[src/rtl/factory_test_pkg.sv]
// Shared definitions for the factory test-pattern generator: mode encoding and LFSR taps.
// Tap constants are only consumed when FACTORY_TEST_LFSR_EN is defined.
package factory_test_pkg;

  typedef enum logic [1:0] {
    MODE_PASS = 2'd0,
    MODE_UP   = 2'd1,
    MODE_DOWN = 2'd2,
    MODE_LFSR = 2'd3
  } mode_e;

  localparam logic [31:0] LFSR_TAPS_8  = 32'h0000_00B8;
  localparam logic [31:0] LFSR_TAPS_16 = 32'h0000_D008;
  localparam logic [31:0] LFSR_TAPS_32 = 32'h8020_0003;

  function automatic logic [31:0] lfsrTaps(input int w);
    case (w)
      8:       lfsrTaps = LFSR_TAPS_8;
      16:      lfsrTaps = LFSR_TAPS_16;
      32:      lfsrTaps = LFSR_TAPS_32;
      default: lfsrTaps = 32'h0;
    endcase
  endfunction

endpackage

[src/rtl/factory_test_prescaler.sv]
// Free-running prescaler: counts 0..div and flags an advance in the cycle it reaches div.
module factory_test_prescaler #(
  parameter int DIV_W = 4
) (
  input  logic             clk,
  input  logic             rst,
  input  logic             clr,
  input  logic [DIV_W-1:0] div,
  output logic             adv
);

  logic [DIV_W-1:0] cnt_q, cnt_d;

  assign adv = (cnt_q == div);

  always_comb begin
    cnt_d = cnt_q + 1'b1;
    if (clr || adv) begin
      cnt_d = '0;
    end
  end

  always_ff @(posedge clk) begin
    if (rst) begin
      cnt_q <= '0;
    end else begin
      cnt_q <= cnt_d;
    end
  end

endmodule

[src/rtl/factory_test_pattern.sv]
// Factory test-pattern generator with pad output enable and loopback checker.
// Define FACTORY_TEST_LFSR_EN to enable the LFSR pattern mode (otherwise mode 3 counts up).
module factory_test_pattern
  import factory_test_pkg::*;
#(
  parameter int WIDTH = 8,
  parameter int DIV_W = 4,
  parameter int ERR_W = 8
) (
  input  logic             clk,
  input  logic             rst,
  input  logic [1:0]       mode_i,
  input  logic [DIV_W-1:0] div_i,
  input  logic             load_i,
  input  logic [WIDTH-1:0] load_val_i,
  input  logic [WIDTH-1:0] loop_i,
  input  logic             chk_en_i,
  output logic [WIDTH-1:0] pat_o,
  output logic [WIDTH-1:0] oe_o,
  output logic             tick_o,
  output logic             err_o,
  output logic [ERR_W-1:0] err_cnt_o
);

`ifdef FACTORY_TEST_LFSR_EN
  if (WIDTH != 8 && WIDTH != 16 && WIDTH != 32) begin : gBadWidth
    $error("factory_test_pattern: LFSR mode supports WIDTH 8, 16 or 32 only");
  end
`else
  if (WIDTH < 2) begin : gBadWidth
    $error("factory_test_pattern: WIDTH must be at least 2");
  end
`endif

  mode_e            mode_q, modeIn;
  logic [WIDTH-1:0] pat_q, pat_d;
  logic             tick_q, tick_d;
  logic             err_q, err_d;
  logic [ERR_W-1:0] errCnt_q, errCnt_d;
  logic [WIDTH-1:0] startVal, stepVal, loadVal;
  logic             modeChange, inPass, preClr, adv, mismatch;

  assign modeIn     = mode_e'(mode_i);
  assign modeChange = (modeIn != mode_q);
  assign inPass     = (mode_q == MODE_PASS);

  factory_test_prescaler #(
    .DIV_W(DIV_W)
  ) uPrescaler (
    .clk(clk),
    .rst(rst),
    .clr(preClr),
    .div(div_i),
    .adv(adv)
  );

`ifdef FACTORY_TEST_LFSR_EN
  localparam logic [31:0] TAPS = lfsrTaps(WIDTH);
  logic fb;
  assign fb = ^(pat_q & TAPS[WIDTH-1:0]);
`endif

  // Candidate next values for each source, then resolve by priority.
  always_comb begin
    startVal = '0;
    if (modeIn == MODE_PASS) begin
      startVal = loop_i;
    end
`ifdef FACTORY_TEST_LFSR_EN
    if (modeIn == MODE_LFSR) begin
      startVal = WIDTH'(1);
    end
`endif

    case (mode_q)
      MODE_DOWN: stepVal = pat_q - 1'b1;
`ifdef FACTORY_TEST_LFSR_EN
      MODE_LFSR: stepVal = {pat_q[WIDTH-2:0], fb};
`endif
      default:   stepVal = pat_q + 1'b1;
    endcase

    loadVal = load_val_i;
`ifdef FACTORY_TEST_LFSR_EN
    // The all-zero state is a lock-up for the LFSR.
    if (mode_q == MODE_LFSR && load_val_i == '0) begin
      loadVal = WIDTH'(1);
    end
`endif

    pat_d  = pat_q;
    tick_d = 1'b0;
    preClr = 1'b0;
    if (modeChange) begin
      pat_d  = startVal;
      preClr = 1'b1;
    end else if (inPass) begin
      pat_d  = loop_i;
      preClr = 1'b1;
    end else if (load_i) begin
      pat_d  = loadVal;
      preClr = 1'b1;
    end else if (adv) begin
      pat_d  = stepVal;
      tick_d = 1'b1;
    end

    mismatch = chk_en_i && !inPass && !modeChange && (loop_i != pat_q);
    err_d    = err_q | mismatch;
    errCnt_d = errCnt_q;
    if (mismatch && errCnt_q != '1) begin
      errCnt_d = errCnt_q + 1'b1;
    end
  end

  always_ff @(posedge clk) begin
    if (rst) begin
      mode_q   <= MODE_PASS;
      pat_q    <= '0;
      tick_q   <= 1'b0;
      err_q    <= 1'b0;
      errCnt_q <= '0;
    end else begin
      mode_q   <= modeIn;
      pat_q    <= pat_d;
      tick_q   <= tick_d;
      err_q    <= err_d;
      errCnt_q <= errCnt_d;
    end
  end

  assign pat_o     = pat_q;
  assign oe_o      = inPass ? '0 : '1;
  assign tick_o    = tick_q;
  assign err_o     = err_q;
  assign err_cnt_o = errCnt_q;

endmodule
[config.mk]
export PLATFORM = sky130hd
export DESIGN_NAME = factory_test_pattern
export DESIGN_NICKNAME = d
export VERILOG_FILES = /design/src/rtl/factory_test_pkg.sv /design/src/rtl/factory_test_prescaler.sv /design/src/rtl/factory_test_pattern.sv
export SDC_FILE = /design/constraint.sdc
export NUM_CORES = 1
export LEC_CHECK = 0
export ABC_AREA = 1
export CAP_MARGIN = 20
export CORE_AREA = 2 2 61 63
export CTS_BUF_LIST = sky130_fd_sc_hd__clkbuf_4 sky130_fd_sc_hd__clkbuf_8
export CTS_CLUSTER_DIAMETER = 200
export CTS_CLUSTER_SIZE = 28
export DETAILED_ROUTE_END_ITERATION = 8
export DIE_AREA = 0 0 63 65
export GPL_TIMING_DRIVEN = 0
export HOLD_SLACK_MARGIN = 0.12
export PLACE_DENSITY = 0.86
export SYNTH_ARGS = -nofsm -noshare
export SYNTH_HDL_FRONTEND = slang
export SYNTH_SLANG_ARGS = --single-unit
[constraint.sdc]
create_clock -name clk -period 5.3 [get_ports clk]
set_input_delay 1.06 -clock clk [delete_from_list [all_inputs] [get_ports clk]]
set_output_delay 1.06 -clock clk [all_outputs]
set_load 0.03 [all_outputs]
==> impl_metrics.tcl, run 1 <==
set metrics [dict create \
    total_die_area_um2 4100 \
    num-nets-final 371 \
    tightestPinTransition_ns 0.446 \
    postRouteWirelength_mm 4.65 \
    routedWlPerCell_um 12.0 \
    gpl.final_weighted_congestion 0.944 \
    groute.usage.overall_pct 24.2 \
    later_pin_clock_latency_in_the_skew_report_ns 0.32 \
    die_height_um 65 \
    numCtsBuffers 3 \
    grt_remaining_overflow 0 \
    timing_max_transition_violations_final 0 \
    top_level_ports 52 \
    route.detailed.vias_per_inst 5.07 \
    finalPower_w 0.000430 \
    grt_antenna_before_repair 0 \
    clock_tree.buffer_depth 2 \
    power.share.combinational_pct 34.9 \
    intPower_w 0.000279 \
    post-cts-setup-buffers 0 \
    areaGrowthSynthToFinish_pct 33.8 \
    m1_wire_length_mm 2.01 \
    clk_root_buf "sky130_fd_sc_hd__clkbuf_4" \
    port-buffer-count 51 \
    min-delay-start "uPrescaler.cnt_q[0]$_SDFF_PP0_" \
    synthDistinctLibCells 28 \
    path_clk_slew_ns 0.14 \
    clkSinkCount 24 \
    critical_path.max_fanout 10 \
    initial_utilization_pct 50.3 \
    final_setup_viols 0 \
    drt_pre_antenna_iters 4 \
    n_antenna_cell 0 \
    power.leakage_nw 1.02 \
    power.share.switching_pct 35.0 \
    hpwl_mm 3.70 \
    via_count 1967 \
    synth.yosys.seq_area_share_pct 27.4 \
    max_cap_violations 0 \
    min_period_ns 3.23 \
    peakVddDrop_uv 100 \
    pwr-share-clk_pct 19.4 \
    arrival_ns 2.17 \
    totalNegativeSetupSlack_ns 0 \
    worst_slew_margin_rel_pct 70.3 \
    grt_setup_unrepaired "no" \
    tritoncts_clock_tree "built" \
    top_layer_used "met4" \
    switching_power_summed_over_all_nets_w 0.000150 \
    cts_max_level 1 \
    avgSynthCellArea_um2 6.14 \
    ant_nets 0 \
    timing.critical_path.from "mode_q[1]$_SDFF_PP0_" \
    critPathRequiredTime_ns 4.24 \
    grt_start_max_net_pins 13 \
    initialDrtViolationCount 94 \
    worst_r2r_startpoint "mode_q[1]$_SDFF_PP0_" \
    synth.cell_area_um2 1760 \
    layout.filler_cells 347 \
    fin_crit_sh_pct 61.0 \
    hp-class "flip-flop to flip-flop" \
    setup.worst_path.end_class "output pin" \
    layout-drive-gt1-share_pct 7.65 \
    core_area_um2 3500 \
    rows 22 \
    mappedNetlistNets 315 \
    setup_cp_type "flip-flop to output pin" \
    drc 0 \
    pwr_dens_nw_per_um2 183 \
    fin_util_pct 67.2 \
    start_kind "flip-flop" \
    power_frac_seq_pct 45.7 \
    first_global_vias 1885 \
    die_width_um 63 \
    first_pass_grt_wire_length_mm 8.01 \
    synth_warnings 0 \
    route.met3.wl_um 258 \
    post_synth_inst_count 286 \
    run_status "finished, final reports clean" \
    layout.cells.most_common "sky130_fd_sc_hd__nand2_1" \
    synth-seq-cells 24 \
    finalHoldViolations 0 \
    cts_hold_buffers 0 \
    worst_clock_skew_ns 0.0137 \
    most-common-layout-cells "sky130_fd_sc_hd__nand2_1, sky130_fd_sc_hd__clkdlybuf4s50_1, sky130_fd_sc_hd__nor2_1, sky130_fd_sc_hd__inv_1, sky130_fd_sc_hd__nand3_1" \
    fmax_mhz 309 \
    post_cts.resized_instances 0 \
    detailroute.wirelength.met2_mm 2.28 \
]
per-stage QoR:
stage | hold slack [ns] | setup WS (ns) | cell area, um2 | std cells
floorplan | 0.441 | 3.07 | 1760 | 286
global placement | 0.463 | 2.35 | 2330 | 385
detailed placement | 0.469 | 2.30 | 2330 | 385
CTS | 0.499 | 2.08 | 2350 | 388
global route | 0.540 | 1.96 | 2350 | 388
finish | 0.494 | 2.07 | 2350 | 388
layout make-up:
cell class | instances | area, um2 | share of cell area (%)
Sequential cell | 24 | 480 | 20.4
Timing Repair Buffer | 51 | 510 | 21.7
Multi-Input combinational cell | 215 | 1070 | 45.4
Buffer | 10 | 71.3 | 3.04
Inverter | 37 | 139 | 5.91
Clock buffer | 3 | 22.5 | 0.958
Tap cell | 48 | 60.1 | 2.56
synth_stat cells:
cell type                  count  area (um2)
sky130_fd_sc_hd__nand3_2       1        10.0
sky130_fd_sc_hd__xnor2_1      12         105
sky130_fd_sc_hd__nand4_1       1        6.26
sky130_fd_sc_hd__nor2_1       30         113
sky130_fd_sc_hd__dfxtp_1      24         480
sky130_fd_sc_hd__a211oi_1      1        7.51
sky130_fd_sc_hd__clkinv_1      3        11.3
sky130_fd_sc_hd__nand3b_1      1        7.51
sky130_fd_sc_hd__nor2_2        2        12.5
sky130_fd_sc_hd__o21bai_1      1        7.51
sky130_fd_sc_hd__inv_1        28         105
sky130_fd_sc_hd__inv_2         6        22.5
sky130_fd_sc_hd__nor3_1        3        15.0
sky130_fd_sc_hd__clkbuf_1      1        3.75
sky130_fd_sc_hd__a21oi_1      21         105
sky130_fd_sc_hd__ha_1          3        37.5
sky130_fd_sc_hd__buf_4         9        67.6
sky130_fd_sc_hd__a41oi_1       1        8.76
sky130_fd_sc_hd__a31oi_1       2        12.5
sky130_fd_sc_hd__nor2_4        2        22.5
sky130_fd_sc_hd__nand3_1      28         140
sky130_fd_sc_hd__o21ai_0       9        45.0
sky130_fd_sc_hd__o21ai_1       3        15.0
sky130_fd_sc_hd__nand2_1      84         315
sky130_fd_sc_hd__o211ai_1      2        15.0
sky130_fd_sc_hd__a21oi_2       1        8.76
sky130_fd_sc_hd__nand2_2       2        12.5
sky130_fd_sc_hd__xor2_1        5        43.8
cell families after synthesis:
| group | Yosys count | share of synthesized area (%) |
|---|---|---|
| AOI/OAI and AO/OA | 41 | 12.8 |
| xor gates and xnor gates | 17 | 8.48 |
| adders and majority gates | 3 | 2.14 |
| buffers and inverters | 47 | 12.0 |
| DFF | 24 | 27.4 |
| and+or+nand+nor | 154 | 37.3 |
worst paths after layout:
check                                   end  slack, ns  depth (start not counted)
max reg2reg           pat_o[6]$_SDFFE_PP0P_       3.27                         17
min          uPrescaler.cnt_q[0]$_SDFF_PP0_       0.49                          1
max                                 oe_o[2]       2.07                          5
min reg2reg  uPrescaler.cnt_q[0]$_SDFF_PP0_       0.49                          1
flip-flops by register name, indices dropped and copies added, names as in the netlist:
signal and count:
err_cnt_o 8, err_o 1, mode_q 2, pat_o 8, tick_o 1, uPrescaler.cnt_q 4
worst max-delay path, cell delays in order, from the launching register on:
cell and delay, ns:
sky130_fd_sc_hd__dfxtp_1 0.35, sky130_fd_sc_hd__buf_4 0.18, sky130_fd_sc_hd__nor2_4 0.30, sky130_fd_sc_hd__inv_1 0.25, sky130_fd_sc_hd__buf_4 0.19, sky130_fd_sc_hd__clkdlybuf4s50_1 0.59
power groups by stage:
stage	sequential, W	clock [W]	combinational [W]
after floorplan	0.000208	0	0.0000822
after global placement	0.000200	0	0.000147
after detailed placement	0.000200	0	0.000149
after CTS	0.000196	0.0000825	0.000150
after global routing	0.000197	0.0000884	0.000166
final	0.000196	0.0000832	0.000150
per-layer routing:
layer,global-route usage (%),up-vias
met3,3.13,12
met2,44.1,68
met4,8.89,0
met1,28.8,871
li1,-,1016
met5,0,-
(Power assumes the default switching activity.)
==> inputs of run 2 (changes only) <==
Settings changed: CORE_AREA 2 2 61 63 to 2 2 63 65, DIE_AREA 0 0 63 65 to 0 0 65 67, PLACE_DENSITY 0.86 to 0.81.
Clock period 5.3 ns to 3 ns, I/O delays scaled along.
==> run 2 against run 1 <==
Net effect:
- worst hold slack lost 0.0092 ns
- first-iteration DRC count shrank 45%
- register-to-register slack lost 2.4 ns
- combinational power grew 75%
- die area grew 6.3%
- highest routed layer unchanged
==> impl_metrics.tcl, run 2 (synthesized netlist as in run 1, its figures left out) <==
set metrics [dict create \
    arrival_ns 2.05 \
    fmax_mhz 377 \
    clk_root_buf "sky130_fd_sc_hd__clkbuf_8" \
    routedWlPerCell_um 11.6 \
    ff2ff_setup_slack_ns 0.90 \
    totalNegativeSetupSlack_ns 0 \
    clock_tree.buffer_depth 2 \
    setup_cp_type "flip-flop to output pin" \
    areaGrowthSynthToFinish_pct 36.5 \
    grt_remaining_overflow 0 \
    initialDrtViolationCount 52 \
    die_width_um 65 \
    dpl_cell_area_um2 2330 \
    groute.usage.overall_pct 21.7 \
    finalHoldViolations 0 \
    timing_max_transition_violations_final 0 \
    first_pass_grt_wire_length_mm 7.35 \
    gpl.final_weighted_congestion 0.881 \
    grt_setup_unrepaired "no" \
    hpwl_mm 3.60 \
    first_global_vias 1730 \
    hp-class "flip-flop to flip-flop" \
    final_setup_viols 0 \
    max_cap_violations 0 \
    rows 22 \
    worst_clock_skew_ns 0.0133 \
    total_die_area_um2 4360 \
    port-buffer-count 51 \
    n_antenna_cell 0 \
    critPathRequiredTime_ns 2.40 \
    ant_nets 0 \
    critical_path.max_fanout 10 \
    clkSinkCount 24 \
    worst_slew_margin_rel_pct 69.9 \
    postRouteWirelength_mm 4.51 \
    layout-drive-gt1-share_pct 7.92 \
    cts_hold_buffers 0 \
    route.detailed.vias_per_inst 4.97 \
    post-cts-setup-buffers 0 \
    num-nets-final 371 \
    min_period_ns 2.65 \
    post_cts.resized_instances 0 \
    drt_pre_antenna_iters 4 \
    stdcell_area_um2 2400 \
    peakVddDrop_uv 258 \
    cts_max_level 1 \
    core_area_um2 3610 \
    via_count 1932 \
    start_kind "flip-flop" \
    die_height_um 67 \
    pwr_dens_nw_per_um2 375 \
    later_pin_clock_latency_in_the_skew_report_ns 0.27 \
    grt_start_max_net_pins 15 \
    setup.worst_path.end_class "output pin" \
    drc 0 \
    tritoncts_clock_tree "built" \
    numCtsBuffers 3 \
    grt_antenna_before_repair 0 \
    run_status "finished, final reports clean" \
    top_level_ports 52 \
    path_clk_slew_ns 0.10 \
    layout.cells.most_common "sky130_fd_sc_hd__nand2_1" \
    fin_crit_sh_pct 88.3 \
    most-common-layout-cells "sky130_fd_sc_hd__nand2_1, sky130_fd_sc_hd__clkdlybuf4s50_1, sky130_fd_sc_hd__nor2_1, sky130_fd_sc_hd__inv_1, sky130_fd_sc_hd__nand3_1" \
    power.leakage_nw 1.04 \
    initial_utilization_pct 48.7 \
    tightestPinTransition_ns 0.451 \
]
## run 2: layout make-up
type                            instances  area, um2
Fill cell                             359       1210
Multi-Input combinational cell        215       1070
Timing Repair Buffer                   51        510
Sequential cell                        24        480
Inverter                               37        139
Buffer                                 10       71.3
Tap cell                               48       60.1
Clock buffer                            3       41.3
Clock inverter                          1       30.0
## run 2: worst max-delay path: stages (launching register included)
cell and delay [ns]:
sky130_fd_sc_hd__dfxtp_1 0.33, sky130_fd_sc_hd__buf_4 0.18, sky130_fd_sc_hd__nor2_4 0.27, sky130_fd_sc_hd__inv_1 0.23, sky130_fd_sc_hd__buf_4 0.18, sky130_fd_sc_hd__clkdlybuf4s50_1 0.58
## run 2: layer usage
metal | vias up | GRT usage [%] | share of wire, %
met3 | 4 | 4.22 | 8.2
met1 | 852 | 27.6 | 46
met4 | 0 | 6.12 | 0.80
li1 | 1016 | - | -
met5 | - | 0 | 0
met2 | 60 | 37.1 | 45
## run 2: power by group
part | switching, W | total [W] | internal [W]
clock | 0.000111 | 0.000289 | 0.000179
combinational | 0.000146 | 0.000262 | 0.000116
sequential | 0.0000172 | 0.000347 | 0.000330
total | 0.000274 | 0.000899 | 0.000624
## run 2: stage by stage
step           hold WS [ns]  power (W)  util [%]  instances  setup slack, ns
2_1_floorplan         0.441   0.000513         -        286             1.23
3_3_place_gp          0.465   0.000613      64.5        385            0.548
3_5_place_dp          0.476   0.000616      64.5        385            0.511
4_1_cts               0.495   0.000898      66.5        389            0.346
5_1_grt               0.513   0.000940      66.5        389            0.224
6_report              0.485   0.000899      66.5        389            0.351
## run 2: worst paths after layout
check	startpoint	endpoint	cells past startpoint
hold / removal	uPrescaler.cnt_q[0]$_SDFF_PP0_	uPrescaler.cnt_q[0]$_SDFF_PP0_	1
setup reg to reg	mode_q[0]$_SDFF_PP0_	pat_o[4]$_SDFFE_PP0P_	18
setup / recovery	mode_q[1]$_SDFF_PP0_	oe_o[4]	5
hold reg to reg	uPrescaler.cnt_q[0]$_SDFF_PP0_	uPrescaler.cnt_q[0]$_SDFF_PP0_	1
